==> src/rtl/hazard_ctrl_if.sv <==
// hazard_ctrl_if: pipeline-register status in, stall/flush/branch controls out (perf counters when HAZ_PERF_EN)
interface hazard_ctrl_if;
  logic       exmem_is_br;
  logic [2:0] exmem_brType;
  logic       exmem_zr_flag;
  logic       exmem_ov_flag;
  logic       exmem_neg_flag;
  logic       exmem_hlt;
  logic       exmem_mem_re;
  logic       exmem_mem_we;
  logic       idex_mem_re;
  logic [3:0] idex_dst_addr;
  logic [3:0] ifid_src1_addr;
  logic [3:0] ifid_src2_addr;
  logic       ifid_src1_used;
  logic       ifid_src2_used;
  logic       pc_stall;
  logic       stall_ifid;
  logic       stall_idex;
  logic       stall_exmem;
  logic       flush_ifid;
  logic       flush_idex;
  logic       flush_exmem;
  logic       br_taken;
  logic       halted;
`ifdef HAZ_PERF_EN
  logic [15:0] stall_cycles;
  logic [15:0] flush_events;
`endif
  modport master (
    output exmem_is_br, exmem_brType, exmem_zr_flag, exmem_ov_flag, exmem_neg_flag, exmem_hlt,
           exmem_mem_re, exmem_mem_we, idex_mem_re, idex_dst_addr, ifid_src1_addr, ifid_src2_addr,
           ifid_src1_used, ifid_src2_used,
    input  pc_stall, stall_ifid, stall_idex, stall_exmem, flush_ifid, flush_idex, flush_exmem,
           br_taken, halted
`ifdef HAZ_PERF_EN
    , input stall_cycles, flush_events
`endif
  );
  modport slave (
    input  exmem_is_br, exmem_brType, exmem_zr_flag, exmem_ov_flag, exmem_neg_flag, exmem_hlt,
           exmem_mem_re, exmem_mem_we, idex_mem_re, idex_dst_addr, ifid_src1_addr, ifid_src2_addr,
           ifid_src1_used, ifid_src2_used,
    output pc_stall, stall_ifid, stall_idex, stall_exmem, flush_ifid, flush_idex, flush_exmem,
           br_taken, halted
`ifdef HAZ_PERF_EN
    , output stall_cycles, flush_events
`endif
  );
endinterface

==> src/rtl/hazard_ctrl.sv <==
// hazard_ctrl: branch resolve, load-use, memory wait-state and halt control; HAZ_PERF_EN adds stall/flush counters
module hazard_ctrl #(
  parameter int MEM_LAT = 1,
  parameter int CNT_W   = 4
) (
  input logic          clk,
  input logic          rst,
  hazard_ctrl_if.slave hz
);
  typedef enum logic [1:0] {RUN, MEM_WAIT, HALT} state_t;
  localparam bit              HAS_WAIT  = MEM_LAT > 1;
  localparam logic [CNT_W-1:0] WAIT_INIT = CNT_W'(HAS_WAIT ? MEM_LAT - 2 : 0);
  state_t           r_state, w_next;
  logic [CNT_W-1:0] r_cnt, w_cnt_next;
  logic [7:0]       w_cond_vec;
  logic             w_br, w_acc, w_lu, w_pc, w_bt, w_halted;
  logic [2:0]       w_st, w_fl;
  assign w_cond_vec = {1'b1, hz.exmem_ov_flag,
                       hz.exmem_zr_flag | hz.exmem_neg_flag, hz.exmem_zr_flag | ~hz.exmem_neg_flag,
                       hz.exmem_neg_flag, ~hz.exmem_zr_flag & ~hz.exmem_neg_flag,
                       hz.exmem_zr_flag, ~hz.exmem_zr_flag};
  assign w_br  = hz.exmem_is_br & w_cond_vec[hz.exmem_brType];
  assign w_acc = (hz.exmem_mem_re | hz.exmem_mem_we) & HAS_WAIT;
  assign w_lu  = hz.idex_mem_re & (|hz.idex_dst_addr) &
                 ((hz.ifid_src1_used & (hz.ifid_src1_addr == hz.idex_dst_addr)) |
                  (hz.ifid_src2_used & (hz.ifid_src2_addr == hz.idex_dst_addr)));
  // next state and control outputs; the cnt==0 wait cycle falls through to branch/load-use without retriggering
  always_comb begin
    w_next     = r_state;
    w_cnt_next = r_cnt;
    w_pc       = 1'b0;
    w_st       = 3'b000;
    w_fl       = 3'b000;
    w_bt       = 1'b0;
    w_halted   = 1'b0;
    if (r_state == HALT) begin
      w_pc     = 1'b1;
      w_st     = 3'b111;
      w_halted = 1'b1;
    end else if (r_state == MEM_WAIT && r_cnt != '0) begin
      w_pc       = 1'b1;
      w_st       = 3'b111;
      w_cnt_next = r_cnt - CNT_W'(1);
    end else if (r_state == RUN && hz.exmem_hlt) begin
      w_pc   = 1'b1;
      w_fl   = 3'b111;
      w_next = HALT;
    end else if (r_state == RUN && w_acc) begin
      w_pc       = 1'b1;
      w_st       = 3'b111;
      w_cnt_next = WAIT_INIT;
      w_next     = MEM_WAIT;
    end else begin
      w_next = RUN;
      w_fl   = w_br ? 3'b111 : (w_lu ? 3'b010 : 3'b000);
      w_bt   = w_br;
      w_pc   = ~w_br & w_lu;
      w_st   = (~w_br & w_lu) ? 3'b100 : 3'b000;
    end
  end
  // state and wait counter
  always_ff @(posedge clk) begin
    if (rst) begin
      r_state <= RUN;
      r_cnt   <= '0;
    end else begin
      r_state <= w_next;
      r_cnt   <= w_cnt_next;
    end
  end
  assign hz.pc_stall    = ~rst & w_pc;
  assign hz.stall_ifid  = ~rst & w_st[2];
  assign hz.stall_idex  = ~rst & w_st[1];
  assign hz.stall_exmem = ~rst & w_st[0];
  assign hz.flush_ifid  = ~rst & w_fl[2];
  assign hz.flush_idex  = ~rst & w_fl[1];
  assign hz.flush_exmem = ~rst & w_fl[0];
  assign hz.br_taken    = ~rst & w_bt;
  assign hz.halted      = ~rst & w_halted;
`ifdef HAZ_PERF_EN
  logic [15:0] r_stall_cycles, r_flush_events;
  // saturating counts of stalled cycles outside halt and of taken branches
  always_ff @(posedge clk) begin
    if (rst) begin
      r_stall_cycles <= '0;
      r_flush_events <= '0;
    end else begin
      if (w_pc && r_state != HALT && r_stall_cycles != 16'hFFFF) r_stall_cycles <= r_stall_cycles + 16'd1;
      if (w_bt && r_flush_events != 16'hFFFF) r_flush_events <= r_flush_events + 16'd1;
    end
  end
  assign hz.stall_cycles = r_stall_cycles;
  assign hz.flush_events = r_flush_events;
`endif
endmodule
==> src/flat_wrapper.sv <==
// flat-port wrapper written by rule: the top's interface ports become plain ports
module hazard_ctrl_flat 
#(
  parameter int MEM_LAT = 1,
  parameter int CNT_W   = 4
)
  (clk, rst, hz_exmem_is_br, hz_exmem_brType, hz_exmem_zr_flag, hz_exmem_ov_flag, hz_exmem_neg_flag, hz_exmem_hlt, hz_exmem_mem_re, hz_exmem_mem_we, hz_idex_mem_re, hz_idex_dst_addr, hz_ifid_src1_addr, hz_ifid_src2_addr, hz_ifid_src1_used, hz_ifid_src2_used, hz_pc_stall, hz_stall_ifid, hz_stall_idex, hz_stall_exmem, hz_flush_ifid, hz_flush_idex, hz_flush_exmem, hz_br_taken, hz_halted);
  hazard_ctrl_if hz_i ();
  input logic clk;
  input logic rst;
  input wire logic [$bits(hz_i.exmem_is_br)-1:0] hz_exmem_is_br;
  input wire logic [$bits(hz_i.exmem_brType)-1:0] hz_exmem_brType;
  input wire logic [$bits(hz_i.exmem_zr_flag)-1:0] hz_exmem_zr_flag;
  input wire logic [$bits(hz_i.exmem_ov_flag)-1:0] hz_exmem_ov_flag;
  input wire logic [$bits(hz_i.exmem_neg_flag)-1:0] hz_exmem_neg_flag;
  input wire logic [$bits(hz_i.exmem_hlt)-1:0] hz_exmem_hlt;
  input wire logic [$bits(hz_i.exmem_mem_re)-1:0] hz_exmem_mem_re;
  input wire logic [$bits(hz_i.exmem_mem_we)-1:0] hz_exmem_mem_we;
  input wire logic [$bits(hz_i.idex_mem_re)-1:0] hz_idex_mem_re;
  input wire logic [$bits(hz_i.idex_dst_addr)-1:0] hz_idex_dst_addr;
  input wire logic [$bits(hz_i.ifid_src1_addr)-1:0] hz_ifid_src1_addr;
  input wire logic [$bits(hz_i.ifid_src2_addr)-1:0] hz_ifid_src2_addr;
  input wire logic [$bits(hz_i.ifid_src1_used)-1:0] hz_ifid_src1_used;
  input wire logic [$bits(hz_i.ifid_src2_used)-1:0] hz_ifid_src2_used;
  output wire logic [$bits(hz_i.pc_stall)-1:0] hz_pc_stall;
  output wire logic [$bits(hz_i.stall_ifid)-1:0] hz_stall_ifid;
  output wire logic [$bits(hz_i.stall_idex)-1:0] hz_stall_idex;
  output wire logic [$bits(hz_i.stall_exmem)-1:0] hz_stall_exmem;
  output wire logic [$bits(hz_i.flush_ifid)-1:0] hz_flush_ifid;
  output wire logic [$bits(hz_i.flush_idex)-1:0] hz_flush_idex;
  output wire logic [$bits(hz_i.flush_exmem)-1:0] hz_flush_exmem;
  output wire logic [$bits(hz_i.br_taken)-1:0] hz_br_taken;
  output wire logic [$bits(hz_i.halted)-1:0] hz_halted;
  assign hz_i.exmem_is_br = hz_exmem_is_br;
  assign hz_i.exmem_brType = hz_exmem_brType;
  assign hz_i.exmem_zr_flag = hz_exmem_zr_flag;
  assign hz_i.exmem_ov_flag = hz_exmem_ov_flag;
  assign hz_i.exmem_neg_flag = hz_exmem_neg_flag;
  assign hz_i.exmem_hlt = hz_exmem_hlt;
  assign hz_i.exmem_mem_re = hz_exmem_mem_re;
  assign hz_i.exmem_mem_we = hz_exmem_mem_we;
  assign hz_i.idex_mem_re = hz_idex_mem_re;
  assign hz_i.idex_dst_addr = hz_idex_dst_addr;
  assign hz_i.ifid_src1_addr = hz_ifid_src1_addr;
  assign hz_i.ifid_src2_addr = hz_ifid_src2_addr;
  assign hz_i.ifid_src1_used = hz_ifid_src1_used;
  assign hz_i.ifid_src2_used = hz_ifid_src2_used;
  assign hz_pc_stall = hz_i.pc_stall;
  assign hz_stall_ifid = hz_i.stall_ifid;
  assign hz_stall_idex = hz_i.stall_idex;
  assign hz_stall_exmem = hz_i.stall_exmem;
  assign hz_flush_ifid = hz_i.flush_ifid;
  assign hz_flush_idex = hz_i.flush_idex;
  assign hz_flush_exmem = hz_i.flush_exmem;
  assign hz_br_taken = hz_i.br_taken;
  assign hz_halted = hz_i.halted;
  hazard_ctrl #(.MEM_LAT(MEM_LAT), .CNT_W(CNT_W)) u_core (.clk(clk), .rst(rst), .hz(hz_i));
endmodule
==> config.mk <==
export PLATFORM = sky130hd
export DESIGN_NAME = hazard_ctrl_flat
export DESIGN_NICKNAME = d
export VERILOG_FILES = /design/src/rtl/hazard_ctrl_if.sv /design/src/rtl/hazard_ctrl.sv /design/src/flat_wrapper.sv
export SDC_FILE = /design/constraint.sdc
export NUM_CORES = 1
export LEC_CHECK = 0
export BUFFER_PORTS_ARGS = -buffer_cell sky130_fd_sc_hd__buf_4
export CAP_MARGIN = 20
export CELL_PAD_IN_SITES_DETAIL_PLACEMENT = 1
export CELL_PAD_IN_SITES_GLOBAL_PLACEMENT = 2
export CORE_UTILIZATION = 13
export DETAILED_ROUTE_END_ITERATION = 7
export PLACE_DENSITY = 0.83
export SLEW_MARGIN = 0
export SYNTH_ARGS = -nofsm -noshare
export SYNTH_HDL_FRONTEND = slang
export SYNTH_SLANG_ARGS = --single-unit
==> constraint.sdc <==
create_clock -name clk -period 1.25 [get_ports clk]
set_input_delay 0.1875 -clock clk [delete_from_list [all_inputs] [get_ports clk]]
set_output_delay 0.1875 -clock clk [all_outputs]
set_load 0.1 [all_outputs]
==> flow_summary.ini <==
[run_status]
outcome = finished, violations left
violations = negative setup slack

[die]
start_util_pct = 14.1
die_width_um = 51.4
die_y_um = 51.4
ios = 36
rows = 17
core-area_um2 = 2250
dieArea_um2 = 2650

[synth]
ys_async_sr_fraction_pct = 0
synth_common_cells = 7 x xor2_1, 5 x nor2_1, 3 x a211oi_1, 3 x buf_4
yosysWarningCount = 0
synth_edf_count = 0
synth_seq_cells = 1
netlist_instances = 41
syn_avg_cell_area_um2 = 7.75
syn_area_um2 = 318
synth.net_count = 68
synth.largest_area_cell = xor2_1
synth_cell_type_count = 23
synth_top_flop_cell = dfxtp_1
ys_seq_area_share_pct = 6.30
synth_largest_type_area_fraction_pct = 19.3
post-synth-top-count-cell = xor2_1
synthTopCellsByArea = xor2_1 19%, a211oi_1 7.1%, buf_4 7.1%, dfxtp_1 6.3%, nor2_1 5.9%

[drt]
drtIter0Drc = 1
vias = 463
wl_um = 1240
drc_errors = 0
first_pass_iters = 2
via_per_inst = 4.25
post_drt_wl_per_cell_um = 11.4
antenna_left = 0

[placement]
gp_congestion = 0.773
hpwl_um = 1090
io_buffers = 33

[sta]
worst_pin_slew_ns = 0.294
slew_headroom_pct = 80.3
fmax_mhz = 590
setup_viol = 6
period_minus_slack_ns = 1.69
period_share_pct = 136
grt_setup_unrepaired = yes
fin_skew_ns = 0
finalHoldViolations = 0
layout_setup_ws_ns = -0.444
slew_viol_final = 0

[power]
ir_worst_vdd_mv = 0.251
power_per_cell_area_nw_per_um2 = 543
power.total_mw = 0.482
power_leakage_nw = 0.366

[worst_setup_path]
worst_ep_arrival_time_ns = 1.51
endpoint_kind = primary output
worstSetupStartpointType = primary input
critPathKind = in -> out
crit_path_max_fanout = 3
required_ns = 1.06

[clock_network]
post_cts_buffers = 0
insertion_delay_ns = 0
cts.reportedPaths.clkPinSlew_ns = 0

[grt]
track_usage_pct = 10.4
antenna_found_initial = 0
grt_overflow = 0
grt_pass1_vias = 493
grt_pass1_wl_um = 2120
grt_max_degree = 5

[layout]
fin_util_pct = 39.3
final_layout_size_suffix_gt1_share_pct = 77.8
largest_reg_flops = 1
layout.nets = 110
diodes = 0
reg_top3 = u_core.r_state x1
largest-register = u_core.r_state
nFillCells = 268
area_growth_syn_to_layout_pct = 179

[min_path]
hp-class = in -> reg

[job]
timing.max_cap.violations = 0
-- worst max-delay path: stages --
cell and delay, ns:
buf_8 0.11, mux2_4 0.30, a211oi_2 0.21, nor3b_2 0.08, buf_4 0.14, o31ai_4 0.27
buf_12 0.21
-- power breakdown --
part	leakage [nW]	switching (mW)	internal [mW]	total [mW]
Clock	0	0	0	0
Sequential	0.00889	0.00254	0.0345	0.0370
Combinational	0.357	0.253	0.192	0.445
-- repair_timing --
item | 4_1_cts | 5_1_grt
gates resized for setup | 24 | 3
pin swaps | 7 | 3
setup endpoints to repair | 6 | 6
hold buffers | 0 | 0
-- final cells by class --
class	count	area [um2]	share of cell area (%)
inverters	2	10.0	1.13
well taps	28	35.0	3.95
repair buffers	43	424	47.8
flip-flops and latches	1	23.8	2.68
multi-input cells	35	394	44.4
-- metal layers --
metal	GRT usage (%)	wire length, um
met5	0	0
met4	0	0
met3	0.595	71
met2	22.1	731
met1	11.5	441
-- cells in the final DEF, fill, tap and decap left out, types with 2 or more instances in the layout --
| master | instances |
|---|---|
| nor2_1 | 3 |
| xnor2_1 | 2 |
| buf_12 | 6 |
| buf_6 | 3 |
| a211oi_4 | 2 |
| nand3_1 | 2 |
| xor2_1 | 6 |
| buf_8 | 2 |
| buf_4 | 32 |
-- through the flow --
| stage | hold WS (ns) | std cells | setup slack, ns | cell area, um2 | setup TNS, ns |
|---|---|---|---|---|---|
| 4_1_cts | 0.528 | 109 | -0.464 | 867 | -2.51 |
| 3_5_place_dp | 0.531 | 109 | -0.580 | 764 | -3.21 |
| 5_1_grt | 0.546 | 109 | -0.497 | 887 | -2.88 |
| 2_1_floorplan | 0.378 | 41 | -0.876 | 454 | -4.63 |
| 3_3_place_gp | 0.522 | 109 | -0.560 | 764 | -3.09 |
| 6_report | 0.527 | 109 | -0.444 | 887 | -2.47 |
-- final timing paths --
check                          start                end  slack (ns)  cells past startpoint
setup / recovery  hz_exmem_brType[1]        hz_pc_stall       -0.44                      7
hold / removal                   rst  u_core.r_state[1]        0.53                      3
setup reg to reg   u_core.r_state[1]  u_core.r_state[1]        0.44                      3
hold reg to reg    u_core.r_state[1]  u_core.r_state[1]        0.65                      3
-- cells by family after synthesis --
| family | Yosys count | share of synthesized area, % |
|---|---|---|
| AOI/OAI and AO/OA | 10 | 29.1 |
| xor gates and xnor gates | 9 | 24.8 |
| buffers and inverters | 5 | 9.45 |
| DFF | 1 | 6.30 |
| muxes | 1 | 4.72 |
| and+or+nand+nor | 15 | 25.6 |
No activity file was read; power rests on OpenSTA's default activity.
